[src/rtl/imem_port_arbiter.sv]
// Instruction memory port arbiter.
// One shared single-port instruction memory is driven by three requesters:
// the fetch stage (IF), the program loader (LD, writes) and the debug port
// (DBG, reads). The grant is combinational from the current requests and a
// small amount of registered state (burst counter, round-robin pointer,
// owner of the read in flight). Read data is never registered here; consumers
// take mem_rdata directly when their rdata_valid is high.
module imem_port_arbiter #(
  // Consecutive external grants allowed while IF is waiting (1..15).
  parameter int unsigned MAX_BURST = 4
) (
  input  logic        clk,
  input  logic        reset,

  // fetch stage
  input  logic        if_req,
  input  logic [31:0] if_addr,
  output logic        if_grant,
  output logic        if_rdata_valid,

  // program loader (write)
  input  logic        ld_valid,
  output logic        ld_ready,
  input  logic [31:0] ld_addr,
  input  logic [31:0] ld_wdata,

  // debug (read)
  input  logic        dbg_valid,
  output logic        dbg_ready,
  input  logic [31:0] dbg_addr,
  output logic        dbg_rdata_valid,

  // shared memory port
  output logic [31:0] mem_addr,
  output logic [31:0] mem_wdata,
  output logic        mem_re,
  output logic        mem_we,
  input  logic [31:0] mem_rdata
);

  typedef enum logic [1:0] {
    OWN_NONE = 2'd0,
    OWN_IF   = 2'd1,
    OWN_LD   = 2'd2,
    OWN_DBG  = 2'd3
  } owner_e;

  // Encoding of the round-robin pointer: which external was served last.
  localparam logic EXT_LD  = 1'b0;
  localparam logic EXT_DBG = 1'b1;

  localparam logic [3:0] MAX_B = 4'(MAX_BURST);

  // Registered state
  logic [3:0] burst_cnt_q, burst_cnt_d;
  logic       last_ext_q,  last_ext_d;
  owner_e     rd_owner_q,  rd_owner_d;

  // Current-cycle grant
  owner_e     grant;
  logic       if_starved;
  logic       ext_tie;

  // mem_rdata passes straight to the consumers; nothing in this block
  // looks at it, which keeps it off every control path.
  logic unused_mem_rdata;
  assign unused_mem_rdata = ^mem_rdata;

  // IF has waited through a full external burst and must go next.
  assign if_starved = if_req && (burst_cnt_q == MAX_B);
  assign ext_tie    = ld_valid && dbg_valid;

  // Grant decision. Reset forces no owner so every grant-derived output
  // drops as soon as reset goes low, not at the next edge.
  always_comb begin
    grant = OWN_NONE;
    if (!reset) begin
      grant = OWN_NONE;
    end else if (if_starved) begin
      grant = OWN_IF;
    end else if (ext_tie) begin
      grant = (last_ext_q == EXT_DBG) ? OWN_LD : OWN_DBG;
    end else if (ld_valid) begin
      grant = OWN_LD;
    end else if (dbg_valid) begin
      grant = OWN_DBG;
    end else if (if_req) begin
      grant = OWN_IF;
    end
  end

  // Next-state: burst counter, round-robin pointer, read owner.
  always_comb begin
    burst_cnt_d = burst_cnt_q;
    last_ext_d  = last_ext_q;
    rd_owner_d  = OWN_NONE;

    // Burst only accumulates while IF is actually waiting; an IF grant or
    // an idle IF cycle restarts it.
    if (!if_req || grant == OWN_IF) begin
      burst_cnt_d = 4'd0;
    end else if ((grant == OWN_LD || grant == OWN_DBG) && burst_cnt_q != MAX_B) begin
      burst_cnt_d = burst_cnt_q + 4'd1;
    end

    // Pointer moves only on a completed external transfer.
    if (grant == OWN_LD) begin
      last_ext_d = EXT_LD;
    end else if (grant == OWN_DBG) begin
      last_ext_d = EXT_DBG;
    end

    // Loader writes return nothing, so only reads claim the next data cycle.
    if (grant == OWN_IF) begin
      rd_owner_d = OWN_IF;
    end else if (grant == OWN_DBG) begin
      rd_owner_d = OWN_DBG;
    end
  end

  // State register; reset leaves LD as winner of the first tie.
  always_ff @(posedge clk or negedge reset) begin
    if (!reset) begin
      burst_cnt_q <= 4'd0;
      last_ext_q  <= EXT_DBG;
      rd_owner_q  <= OWN_NONE;
    end else begin
      burst_cnt_q <= burst_cnt_d;
      last_ext_q  <= last_ext_d;
      rd_owner_q  <= rd_owner_d;
    end
  end

  // Handshake outputs and memory port muxing from the grant.
  always_comb begin
    if_grant  = 1'b0;
    ld_ready  = 1'b0;
    dbg_ready = 1'b0;
    mem_addr  = if_addr;
    mem_wdata = 32'h0;
    mem_re    = 1'b0;
    mem_we    = 1'b0;
    unique case (grant)
      OWN_IF: begin
        if_grant = 1'b1;
        mem_addr = if_addr;
        mem_re   = 1'b1;
      end
      OWN_LD: begin
        ld_ready  = 1'b1;
        mem_addr  = ld_addr;
        mem_wdata = ld_wdata;
        mem_we    = 1'b1;
      end
      OWN_DBG: begin
        dbg_ready = 1'b1;
        mem_addr  = dbg_addr;
        mem_re    = 1'b1;
      end
      default: ;
    endcase
  end

  // Data-cycle indications for the read issued last cycle.
  always_comb begin
    if_rdata_valid  = (rd_owner_q == OWN_IF);
    dbg_rdata_valid = (rd_owner_q == OWN_DBG);
  end

endmodule

[config.mk]
export PLATFORM = sky130hd
export DESIGN_NAME = imem_port_arbiter
export DESIGN_NICKNAME = d
export VERILOG_FILES = /design/src/rtl/imem_port_arbiter.sv
export SDC_FILE = /design/constraint.sdc
export NUM_CORES = 1
export LEC_CHECK = 0
export BUFFER_PORTS_ARGS = -buffer_cell sky130_fd_sc_hd__clkbuf_2
export CORE_AREA = 2 2 92 94
export DETAILED_ROUTE_END_ITERATION = 10
export DIE_AREA = 0 0 94 96
export GPL_ROUTABILITY_DRIVEN = 0
export GPL_TIMING_DRIVEN = 1
export REMOVE_ABC_BUFFERS = 1
export SLEW_MARGIN = 20
export SYNTH_ARGS = -nofsm -noshare
export SYNTH_HDL_FRONTEND = slang
export SYNTH_SLANG_ARGS = --single-unit
export TNS_END_PERCENT = 5
[constraint.sdc]
create_clock -name clk -period 4.4 [get_ports clk]
set_input_delay 0.22 -clock clk [delete_from_list [all_inputs] [get_ports clk]]
set_output_delay 0.22 -clock clk [all_outputs]
set_load 0.03 [all_outputs]
* After elaboration in Yosys (flattened, before gate mapping)
Index checks and enable logic that the tools add are counted.
** Operators by class
- Add/subtract/negate cells :: 1
- Equal/unequal tests :: 7
- Multiplexer cells :: 19
- Reduce and logical (&&, ||, !) cells :: 9
** Operators with widths (count)
- $pmux W32 S2 :: 1
- $mux W32 :: 1
- $mux W2 :: 7
- $mux W1 :: 8
- $mux W4 :: 2
- $eq A2 B2 Y1 const B :: 3
- $add A4 B1 Y4 const B :: 1
- $eq A2 B1 Y1 const B :: 2
- $eq A4 B3 Y1 const B :: 1
- $ne A4 B3 Y1 const B :: 1
- $reduce_bool A2 Y1 :: 2
- $logic_and A1 B1 Y1 :: 3
- $logic_or A1 B1 Y1 :: 2
- $reduce_or A2 Y1 :: 1
- $logic_not A1 Y1 :: 1
** Word-level totals
- Register bits :: 7
- Input port bits :: 165
- Output and inout port bits :: 71

* Logic depth before layout (Yosys ltp)
- Word-level depth :: 11
- Gate-level depth with buffers :: 7
- Gate-level depth less buffers :: 5

* Worst setup path after synthesis
OpenSTA, ideal clock, no wires.
- Path kind :: register to output
- From :: reg burst_cnt_q[0]
- To :: out mem_we
- Data arrival time :: 2.199 ns
- Data required time :: 4.180 ns
- Slack :: 1.981 ns
- Cell stages (with the launch flop) :: 8
- Path buffers :: 2
- Path through :: dfrtp_1 -> inv_1 -> ha_1 -> nand4b_4 -> clkbuf_1 -> nand2_1 -> nor3_1 -> buf_4
** On the way
- Longest elaborated chain between the ends :: 6
** Ends and longest elaborated chain
- start: declaration :: RTL line 55 : logic [3:0] burst_cnt_q, burst_cnt_d;
- start signal: assignment :: RTL line 128 : burst_cnt_q <= burst_cnt_d;
- $eq A4 B3 Y1 :: RTL line 70 : assign if_starved = if_req && (burst_cnt_q == MAX_B);
- $logic_and A1 B1 Y1 :: RTL line 70
- $mux W2 :: RTL line 79 : end else if (if_starved) begin
- $mux W2 :: RTL line 77 : if (!reset) begin
- $eq A2 B2 Y1
- $mux W1
- end: declaration :: RTL line 37 : output logic mem_we,
Every way passes these cells.

* Worst setup path after layout
- From :: reg burst_cnt_q[0]
- To :: out mem_addr[21]
** On the way
- Longest elaborated chain between the ends :: 6
- Elaborated cells on any way between the ends :: 7
** Ends and longest elaborated chain
- $eq A4 B3 Y1 (*) :: RTL line 70
- $logic_and A1 B1 Y1 (*) :: RTL line 70
- $mux W2 (*) :: RTL line 79
- $mux W2 (*) :: RTL line 77
- $eq A2 B2 Y1 :: RTL line 143 : unique case (grant)
- $pmux W32 S2 (*) :: RTL line 143
- end: declaration :: RTL line 34 : output logic [31:0] mem_addr,
Mark *: on every way between the ends. The rest lies on a longest branch, timed or not.

==> key figures <==
Outcome
  – Status: finished clean

Synth
  – Synth unique cells: 37
  – Ys Warns: 0
  – Syn avg cell area: around 6.5 sq um
  – Share of the synthesized area in the top cell type: 12.9%
  – Synth top cells by count: a21oi_1, nand3_1, a31oi_1, and3_1, o21ai_0
  – Cell area after synthesis: roughly 1600 sq um
  – Count leader, synth: a21oi_1
  – Top cells by area, synth: a31oi_1, and3_1, a21oi_1
  – Ys async rst share: 100%
  – Post-synth EDFFs: 0
  – Synthesis-stage register bit count: 7
  – Register area share after synthesis: 11.3%
  – Primary FF master, synth: dfrtp_1
  – Gate count of the mapped netlist: 241
  – Cell type with the largest total area after synthesis: a31oi_1

Global routing
  – Total track usage: ~15%
  – GR met3 Demand/Resource: 1.57%
  – Largest net degree at the start of global routing: 66
  – Grt met1 use: 18.8%
  – First-pass GRT wire length: 10,900 microns
  – Met2 Use GR: 26.5%
  – Global route overflow: 0
  – Vias in the first global route: 2,326
  – Gr busiest metal: met2
  – Initial antenna violation count: 0

Detailed routing
  – WL/cell: roughly 14 microns
  – Number of remaining DRC errors: 0
  – WL final: 7410 microns
  – Vias: roughly 2,600
  – 1st-iter DRT viols: 99
  – Routed vias/inst: 4.91
  – Antenna Nets Post-Route: 0
  – Pre-antenna DRT Iters: 4

STA
  – Min Tclk post-route: around 2.7 ns
  – Worst Max-Slew Pin Slew: ~0.79 ns
  – Post-route setup TNS: 0 ns
  – Worst slew margin: 47.5%
  – RSZ-0062 raised after global routing: false
  – Fmax: 366 MHz
  – Final Skew: around 0.0027 ns
  – Tcrit/Tclk final: a little over 60%
  – Final-report max-slew violation count: 0
  – Count of final setup violators: 0
  – Final Hold Vio Count: 0

Power and ir drop
  – Maximum VDD drop: around 60 uV
  – Power Dens Cells: between 200 and 250 nW/um^2
  – P_leak: 1.48 nW

Run
  – Max Cap Viol: 0

Worst setup path
  – Reg2Reg Capture Point: last_ext_q
  – FF-to-FF setup slack: 2.36 ns
  – Reg2reg start: burst_cnt_q[0]
  – Slowest stage delay, CP: 0.53 ns
  – WP data required: 4.18 ns
  – Worst Path Arrival: 2.52 ns
  – Critical Path Slowest Stage Cell: and2_4
  – Crit Path Class: flip-flop to output pin
  – Cell chain of the critical path: inv_1 -> ha_1 -> nand4b_4 -> and2_4 -> a31oi_1 -> clkbuf_2
  – CP max FO: 65
  – Setup crit end kind: output pin
  – Worst setup SP type: flip-flop
  – Reg2Reg Depth: 5

Floorplan
  – Die width: 94 microns
  – Die H: 96 microns
  – Core area: around 8100 sq um
  – Total die area: 9020 sq um
  – Ports: 236
  – # rows: 33
  – Initial core utilization: 19.3%

Finish
  – Fraction of layout cells with a size suffix above 1: 51.7%
  – N_diodes: 0
  – Util after Layout: roughly a third
  – Non-filler cells, final: 525
  – Area of the multi-input gates: roughly 1200 sq um
  – Layout fillers: 911
  – Register area: 176 sq um
  – Total Nets Final: 588
  – Area Overhead vs Synth: 67.0%

Clock tree
  – Worst-skew pair later-pin latency: 0.23 ns
  – TritonCTS Buffers: 3
  – Clk slew on worst S/H paths: 0.04 ns
  – Root Driver: clkbuf_8
  – CTS tree: done
  – TritonCTS Sinks: 7
  – H-Tree Depth: 1
  – Post-cts resize count: 0
  – Clock Path Buffers: 2

Place
  – Post-DP HPWL: 5200 microns
  – I/O Buffers: 203
  – Inst Count DP: 520

Min path
  – WHS Endpoint: burst_cnt_q[2]
  – Hold Path Origin: if_req
  – Worst hold path class: input pin to flip-flop
  – Hold Path Depth: 2
-- sequential cells by signal (all words and copies together), names as in the netlist --
| name | count |
|---|---|
| rd_owner_q | 2 |
| burst_cnt_q | 4 |
| last_ext_q | 1 |
-- layout by cell type (no fill, tap or decap), types with 2 or more instances in the layout --
| cell type | count |
|---|---|
| inv_1 | 2 |
| and3_1 | 32 |
| o21a_1 | 3 |
| dfrtp_1 | 6 |
| and2_1 | 3 |
| nor2b_1 | 3 |
| ha_1 | 2 |
| nand2b_1 | 2 |
| nand2_1 | 2 |
| o21ai_0 | 31 |
| nand3_1 | 33 |
| a31oi_1 | 32 |
| clkbuf_2 | 203 |
| nor2_1 | 4 |
| and3b_1 | 2 |
| clkbuf_8 | 3 |
| a21oi_1 | 34 |
| buf_4 | 3 |
-- layer usage --
layer / wire, microns / vias up
met5: 0 / -
met3: 440 / 6
met2: 3700 / 126
met4: 66 / 0
li1: - / 1269
met1: 3200 / 1179
-- power by group --
group	switching (mW)	total, mW	leakage, nW	internal [mW]
Combinational	0.241	0.366	1.36	0.125
Clock	0.0273	0.0899	0.0228	0.0626
Sequential	0.00306	0.0731	0.0915	0.0700
Total	0.271	0.529	1.48	0.258
-- final cells by class --
class / instances / share of cell area (%)
Clock buffer: 4 / 1.73
Inverter: 2 / 0.289
Multi-Input combinational cell: 200 / 45.8
Sequential cell: 7 / 6.79
Tap cell: 105 / 5.06
Timing Repair Buffer: 207 / 40.3
-- how the worst max path moves through the flow --
stage	start	endpoint	slack, ns	cells past startpoint
2_1_floorplan	burst_cnt_q[0]	ld_ready	1.84	5
3_3_place_gp	burst_cnt_q[0]	mem_addr[21]	1.93	6
3_5_place_dp	burst_cnt_q[0]	mem_addr[21]	1.91	6
4_1_cts	burst_cnt_q[0]	mem_addr[21]	1.67	6
5_1_grt	burst_cnt_q[0]	mem_wdata[16]	1.50	6
6_report	burst_cnt_q[0]	mem_addr[21]	1.66	6
-- stage by stage --
step	setup slack (ns)	power (mW)	instance area (sq um)	hold WS, ns
floorplan	1.84	0.291	1360	-0.0756
CTS	1.67	0.533	2600	0.347
global route	1.50	0.568	2600	0.358
finish	1.66	0.529	2600	0.350
detailed placement	1.91	0.438	2540	0.133
global placement	1.93	0.433	2530	0.126
-- repair_timing --
action	in CTS	in global routing
endpoints found under the setup margin	0	0
hold buffers	1	0
buffers inserted	0	0
endpoints found under the hold margin	6	0
-- worst max-delay path, delay by kind of cell (launching register included) --
kind	cells	cell delay [ns]
AND/OR/NAND/NOR	2	1.02
AO/OA/AOI/OAI	1	0.27
buffers and inverters	2	0.33
flip-flops	1	0.41
adder cells (fa/ha/maj)	1	0.21
-- cell families after synthesis --
| kind of cell | Yosys count | share of synthesized area [%] |
|---|---|---|
| compound gates | 108 | 39.5 |
| fa+ha+maj | 2 | 1.61 |
| flops | 7 | 11.3 |
| buf+inv | 34 | 12.9 |
| simple gates | 90 | 34.7 |
Power figures use the tool's default switching activity.
